## config.mk

```make
export PLATFORM = sky130hd
export DESIGN_NAME = datapath_unit
export DESIGN_NICKNAME = d
export VERILOG_FILES = /design/src/rtl/datapath_unit.sv
export SDC_FILE = /design/constraint.sdc
export NUM_CORES = 2
export LEC_CHECK = 0
export CORE_AREA = 2 2 764 766
export DETAILED_ROUTE_END_ITERATION = 16
export DIE_AREA = 0 0 766 768
export SYNTH_ARGS = -nofsm -noshare
export SYNTH_HDL_FRONTEND = slang
export SYNTH_SLANG_ARGS = --single-unit
```

## constraint.sdc

```tcl
create_clock -name Clk -period 37.8 [get_ports Clk]
set_input_delay 9.45 -clock Clk [delete_from_list [all_inputs] [get_ports Clk]]
set_output_delay 9.45 -clock Clk [all_outputs]
set_load 0.03 [all_outputs]
```

## src/rtl/datapath_unit.sv

```systemverilog
// datapath_unit: 16x16 register file, 256x16 data memory and 8-op ALU with write-back mux.
// Define DATAPATH_FLAGS_EN to add registered Z/N/C status flags.
module datapath_unit (
  input  logic        Clk,
  input  logic        Reset,
  input  logic [7:0]  D_Addr,
  input  logic        D_Wr,
  input  logic        RF_s,
  input  logic [3:0]  RF_W_Addr,
  input  logic        RF_W_en,
  input  logic [3:0]  RF_Ra_Addr,
  input  logic [3:0]  RF_Rb_Addr,
  input  logic [2:0]  ALU_s0,
  output logic [15:0] Ra_Data,
  output logic [15:0] Rb_Data,
  output logic [15:0] ALU_Out,
  output logic [15:0] W_Data
`ifdef DATAPATH_FLAGS_EN
  ,
  output logic        Z,
  output logic        N,
  output logic        C
`endif
);
  logic [1:0]  rst_q;
  logic        wr_ok;
  logic [15:0] rf [16];
  logic [15:0] mem [256];
  logic [15:0] rd_q, opb, sum, diff;
  // Writes stay blocked until the deassertion has passed through two flops
  always_ff @(posedge Clk or posedge Reset)
    if (Reset) rst_q <= 2'b11;
    else rst_q <= {rst_q[0], 1'b0};
  assign wr_ok = ~rst_q[1];
  assign Ra_Data = rf[RF_Ra_Addr];
  assign Rb_Data = rf[RF_Rb_Addr];
  assign opb = (ALU_s0 == 3'd7) ? 16'd1 : Rb_Data;
`ifdef DATAPATH_FLAGS_EN
  logic co, bo;
  assign {co, sum}  = {1'b0, Ra_Data} + {1'b0, opb};
  assign {bo, diff} = {1'b0, Ra_Data} - {1'b0, Rb_Data};
`else
  assign sum  = Ra_Data + opb;
  assign diff = Ra_Data - Rb_Data;
`endif
  assign ALU_Out = (ALU_s0 == 3'd0) ? 16'd0 :
                   (ALU_s0 == 3'd1 || ALU_s0 == 3'd7) ? sum :
                   (ALU_s0 == 3'd2) ? diff :
                   (ALU_s0 == 3'd3) ? Ra_Data :
                   (ALU_s0 == 3'd4) ? (Ra_Data ^ Rb_Data) :
                   (ALU_s0 == 3'd5) ? (Ra_Data | Rb_Data) : (Ra_Data & Rb_Data);
  assign W_Data = RF_s ? rd_q : ALU_Out;
  always_ff @(posedge Clk or posedge Reset)
    if (Reset) begin
      rf   <= '{default: '0};
      rd_q <= '0;
    end else begin
      rd_q <= mem[D_Addr];
      if (wr_ok && RF_W_en) rf[RF_W_Addr] <= W_Data;
    end
  // Memory contents survive reset
  always_ff @(posedge Clk)
    if (wr_ok && D_Wr) mem[D_Addr] <= Ra_Data;
`ifdef DATAPATH_FLAGS_EN
  always_ff @(posedge Clk or posedge Reset)
    if (Reset) begin
      Z <= 1'b0;
      N <= 1'b0;
      C <= 1'b0;
    end else if (wr_ok && RF_W_en && !RF_s) begin
      Z <= (ALU_Out == 16'd0);
      N <= ALU_Out[15];
      C <= (ALU_s0 == 3'd1 || ALU_s0 == 3'd7) ? co : (ALU_s0 == 3'd2) ? bo : 1'b0;
    end
`endif
endmodule

```

## Word level (Yosys, flattened, before mapping)

Memory sizes are Yosys's and may differ from the RTL's. A register that Yosys moved wholly into a read port is not among the register bits.
Cells that the tools add are included.

- Bits in registers: 258
- Memory bits (writable): 4,096
- Logic and storage cells: 61
- Memories kept: 1

- $add $sub $neg: 2
- Order comparisons: 4
- Equal/unequal tests: 6
- Mux-type cells: 19
- Bitwise logic cells: 7
- Reductions and logical operators: 5

Memory list:

| name | words | width | read ports | clocked after Yosys merged registers in | write ports | RTL line | text |
|---|---|---|---|---|---|---|---|
| mem | 256 | 16 | 1 | 1 | 1 | 28 | `logic [15:0] mem [256];` |

Operator list:

| operator | number |
|---|---|
| bitwise mux 256 bit | 1 |
| 2-to-1 mux 16 bit | 13 |
| binary-select mux 16 bit (select 4 bit) | 2 |
| demux 16 bit (select 4 bit) | 1 |
| adder 16 bit | 1 |
| bitwise AND 16 bit | 1 |
| bitwise OR 16 bit | 1 |
| subtractor 16 bit | 1 |
| bitwise XOR 16 bit | 1 |
| greater-or-equal comparator 5 bit, second input constant | 3 |
| NOT 4 -> 5 bit | 3 |
| equality test 3 bit, second input constant | 3 |
| equality test 3 x 2 -> 1 bit, second input constant | 2 |
| less-than comparator 5 x 1 -> 1 bit, second input constant | 1 |
| equality test 3 x 1 -> 1 bit, second input constant | 1 |
| logical AND 1 bit | 3 |
| zero test 3 bit | 1 |
| 2-to-1 mux 1 bit | 2 |
| logical OR 1 bit | 1 |
| NOT 1 bit | 1 |

## Depth between registers and ports, before layout

- Depth after elaboration: 13
- Mapped depth: 20
- Mapped depth without buffers: 14

## Worst setup path before layout

No wires, ideal clock.

- Path kind: input -> output
- Start point: in RF_Ra_Addr[2]
- End point: out W_Data[15]
- Arrival time: 21,446 ps
- Required time: 28,350 ps
- Setup slack: 6,904 ps
- Stages: 17
- Path buffers: 5
- Cell sequence: buf_2 buf_2 buf_2 mux4_2 mux2i_1 mux2i_1 ha_1 o21a_1 o211ai_1 o211ai_1 a41oi_1 xnor2_1 mux2i_1 o31a_1 clkbuf_1 buf_2 inv_1

RTL lines:

| item | RTL line | text |
|---|---|---|
| start, declared | 11 | `input logic [3:0] RF_Ra_Addr,` |
| NOT 4 -> 5 bit (implied by the code) (*) | 35 | `assign Ra_Data = rf[RF_Ra_Addr];` |
| binary-select mux 16 bit (select 4 bit) (*) | 35 |  |
| 2-to-1 mux 16 bit (implied by the code) (*) (2 in a row) | 35 |  |
| named net Ra_Data[6] | 14 | `output logic [15:0] Ra_Data,` |
| subtractor 16 bit | 44 | `assign diff = Ra_Data - Rb_Data;` |
| 2-to-1 mux 16 bit | 48 | `(ALU_s0 == 3'd2) ? diff :` |
| 2-to-1 mux 16 bit (*) | 47 | `(ALU_s0 == 3'd1 \|\| ALU_s0 == 3'd7) ? sum :` |
| 2-to-1 mux 16 bit (*) | 46 | `assign ALU_Out = (ALU_s0 == 3'd0) ? 16'd0 :` |
| 2-to-1 mux 16 bit (*) | 52 | `assign W_Data = RF_s ? rd_q : ALU_Out;` |
| end, declared | 17 | `output logic [15:0] W_Data` |

Mark *: on every way through the listed nets, which the timed path passes. The rest lies on a longest branch. The select of a mux whose other input is x is not followed.

## Final worst setup path

- Start point: in RF_Ra_Addr[0]
- End point: out W_Data[15]

- Cells in the longest elaborated chain, start to end: 12

RTL lines:

| item | RTL line |
|---|---|
| NOT 4 -> 5 bit (implied by the code) (*) | 35 |
| binary-select mux 16 bit (select 4 bit) (*) | 35 |
| 2-to-1 mux 16 bit (implied by the code) (*) (2 in a row) | 35 |
| branches (longest 5 deep; another with subtractor 16 bit) | -- |
| 2-to-1 mux 16 bit (*) | 47 |
| 2-to-1 mux 16 bit (*) | 46 |
| 2-to-1 mux 16 bit (*) | 52 |

Every way passes the cells marked *. The select of a mux whose other input is x is not followed.

==> reports/metrics.csv <==
metric,value,unit
post-synthesis average cell area,21.9,um^2
clk buf depth,4,
Crit. End Element,primary output,
Die H,768,um
fin area,0.200,mm^2
placeable core region,0.580,mm^2
cts repair resizes,0,
critical path required time,28.35,ns
Post-DP Area,0.186,mm^2
Die W,766,um
YS warnings,0,
share of cells above drive strength 1,31.7,%
TritonCTS clock tree,built,
root buf cell,clkbuf_16,
CP arrival,16.32,ns
Area Growth Syn to Fin,15.4,%
row cnt,280,
Non-Filler Instances,16500,
Worst Max-Slew Pin Slew,1.44,ns
Mapped Area,0.173,mm^2
Slew HR,4.22,%
GRT Total Usage,15.8,%
initial antenna violation count,28,
GR Layer Usage met3,3.50,%
Syn Inst Count,7917,
Place WS,11.95,ns
Synth Flop Type,edfxtp_1,
"Reg clk slew, reported paths",0.06,ns
final setup margin,12.03,ns
fmax,0.0388,GHz
die area,0.588,mm^2
Hold Buf Count CTS,0,
hold path startpoint,rst_q[0],
pin count of the biggest net entering global routing,198,
"FF+latch count, synth",4370,
global route hottest layer,met2,
drt pass-1 iters,6,
FF-to-FF path depth,13,
top cell type by total area after synthesis,edfxtp_1,
Num Clock Sinks,4370,
Setup Buffers After CTS,0,
number of synthesized flops with an enable pin,4096,
"leading cell type in the layout, fill and taps excluded",edfxtp_1,
crit path kind,input port to primary output,
Worst path max stage delay,0.83,ns
DRT antenna net count,0,
Power per Cell Area,57.1,mW/mm^2
grt met1 use,21.3,%
starting density of the core,29.9,%
sequential area share after synthesis,74.9,%
Setup Skew,0.104,ns
hold path depth,0,
crit-path max FO,80,
peak supply drop,0.0460,mV
CP Launch Type,input port,
met2 Usage GRT,25.4,%
worst path cell trace,buf_4 -> buf_4 -> mux4_2 -> mux4_4 -> buf_4 -> inv_1 -> ha_1 -> nor2b_1 -> or2_2 -> a221o_1 -> a21oi_1 -> a21oi_1 -> o32ai_1 -> o31a_1 -> inv_1 -> clkdlybuf4s50_1,
Critical Path Slowest Stage Cell,buf_4,
post-detail-place hpwl,286,mm
port buffer count,91,
DRT iter0 DRCs,11200,
number of remaining DRC errors,0,
Worst Hold Endpoint,rst_q[1],
cell count after placement,15700,
routability cong.,0.870,
drt wl/cell,29.1,um
via count,85700,
I/O Pins,92,
Final Cycle Share,68.2,%
"Distinct cells, synth",81,
Nets,8440,
R2R Path End,rf[175],
post-synthesis async set-or-reset flop share,6.27,%
most frequent cells in the layout,"edfxtp_1 (4096), mux4_2 (1426), clkbuf_16 (445)",
global-route wire length before repair,673,mm
Fillers,53100,
status,"complete, no violations",
Finish-stage setup viols,0,
Post-Syn Nets,8009,
Final Slew Violations,0,
final wirelength,479,mm
H-tree levels,5,
Tmin final,25.77,ns
"Clk Latency, worst-skew pair",1.02,ns
CTS buffer count,441,
crit-path most repeated cell,buf_4,
vias in the first global route,86700,
Hold Crit Class,register to register,
vias per cell,5.20,
leakage power,63.0,nW
flop2flop setup slack,32.31,ns
Yosys top cell area share,70.9,%
final hold viol count,0,
r2r startpoint,rf[184],
top area cells in the synthesized netlist,"edfxtp_1 (71%), mux4_2 (19%), dfrtp_1 (3.9%)",
Final TNS setup,0,ns
RSZ-0062 raised after global routing,false,
grt ovf,0,
Max Cap Viol,0,
==> state kept, by name, indices dropped and copies added (netlist names) <==
| register | count |
|---|---|
| mem | 4096 |
| rd_q | 16 |
| rf | 256 |
| rst_q | 2 |
==> cell usage after synthesis, drive strengths merged (4+ instances only) <==
cell type  number
a211oi         11
a21o            5
a21oi         111
a221o           4
a221oi         16
a22o           11
a22oi          30
a31oi          44
a32o            4
a32oi          10
and2           24
and3            7
buf           228
clkbuf        247
dfrtp         272
edfxtp       4096
ha             62
inv            60
mux2           38
mux2i          48
mux4         1433
nand2         291
nand2b         10
nand3          91
nand4          16
nor2          410
nor2b          29
nor3           22
nor4            5
o211ai         10
o21a            6
o21ai         163
o221ai          5
o22ai          14
o31ai           7
or2             5
or3             6
xnor2          11
xor2            7
==> cell type report <==
type	count	area [um^2]	share of cell area, %
Antenna cell	9	22.5	0.0113
Clock buffer	537	11600	5.77
Clock inverter	275	2970	1.48
Inverter	63	274	0.137
Multi-Input combinational cell	3009	41900	20.9
Sequential cell	4370	130000	64.9
Tap cell	7755	9700	4.85
Timing Repair Buffer	463	3870	1.93
==> power by group <==
part	switching, mW	internal, mW	total (mW)
combinational	0.911	0.378	1.29
clock	1.85	2.53	4.38
sequential	0.0611	5.70	5.76
total	2.82	8.61	11.4
==> worst max path at each step <==
stage	from	to	slack (ns)
2_1_floorplan	RF_Ra_Addr[2]	W_Data[15]	6.90
3_3_place_gp	RF_Ra_Addr[0]	W_Data[14]	12.13
3_5_place_dp	RF_Ra_Addr[0]	W_Data[15]	11.95
4_1_cts	RF_Ra_Addr[0]	W_Data[15]	11.94
5_1_grt	RF_Ra_Addr[0]	W_Data[15]	11.56
6_report	RF_Ra_Addr[0]	W_Data[15]	12.03
==> cell families (layout without fill, tap and decap cells) <==
family / Yosys count / count (layout) / share of synthesized area, %
AO/OA/AOI/OAI: 483 / 483 / 1.76
XOR/XNOR: 18 / 18 / 0.0909
adder cells (fa/ha/maj): 64 / 64 / 0.470
buffers and inverters: 538 / 1338 / 1.41
flip-flops: 4370 / 4370 / 74.9
multiplexers: 1519 / 1519 / 19.1
other: 1 / 10 / 0.00216
AND/OR/NAND/NOR: 924 / 924 / 2.25
==> metal layers <==
metal	routed length, um	share of wire (%)	up-vias
li1	-	-	34200
met1	190000	40	46500
met2	226000	47	4204
met3	45300	9.5	851
met4	18100	3.8	4
met5	21	0.0044	-
==> critical path: cells and delay by family <==
kind                     cells  cell delay [ns]
AO/OA/AOI/OAI                5             1.88
adder cells (fa/ha/maj)      1             0.45
buffers and inverters        6             2.82
multiplexers                 2             1.16
AND/OR/NAND/NOR              2             0.39
==> per-stage QoR <==
| step | util (%) | total power [mW] | hold WS (ns) |
|---|---|---|---|
| after CTS | 34.5 | 11.5 | 0.360 |
| after global routing | 34.5 | 11.8 | 0.361 |
| after global placement | 32.0 | 7.09 | 0.349 |
| after detailed placement | 32.0 | 7.15 | 0.351 |
| final | 34.5 | 11.4 | 0.358 |
| after floorplan | - | 6.68 | 0.345 |
No activity file was read; power rests on OpenSTA's default activity.
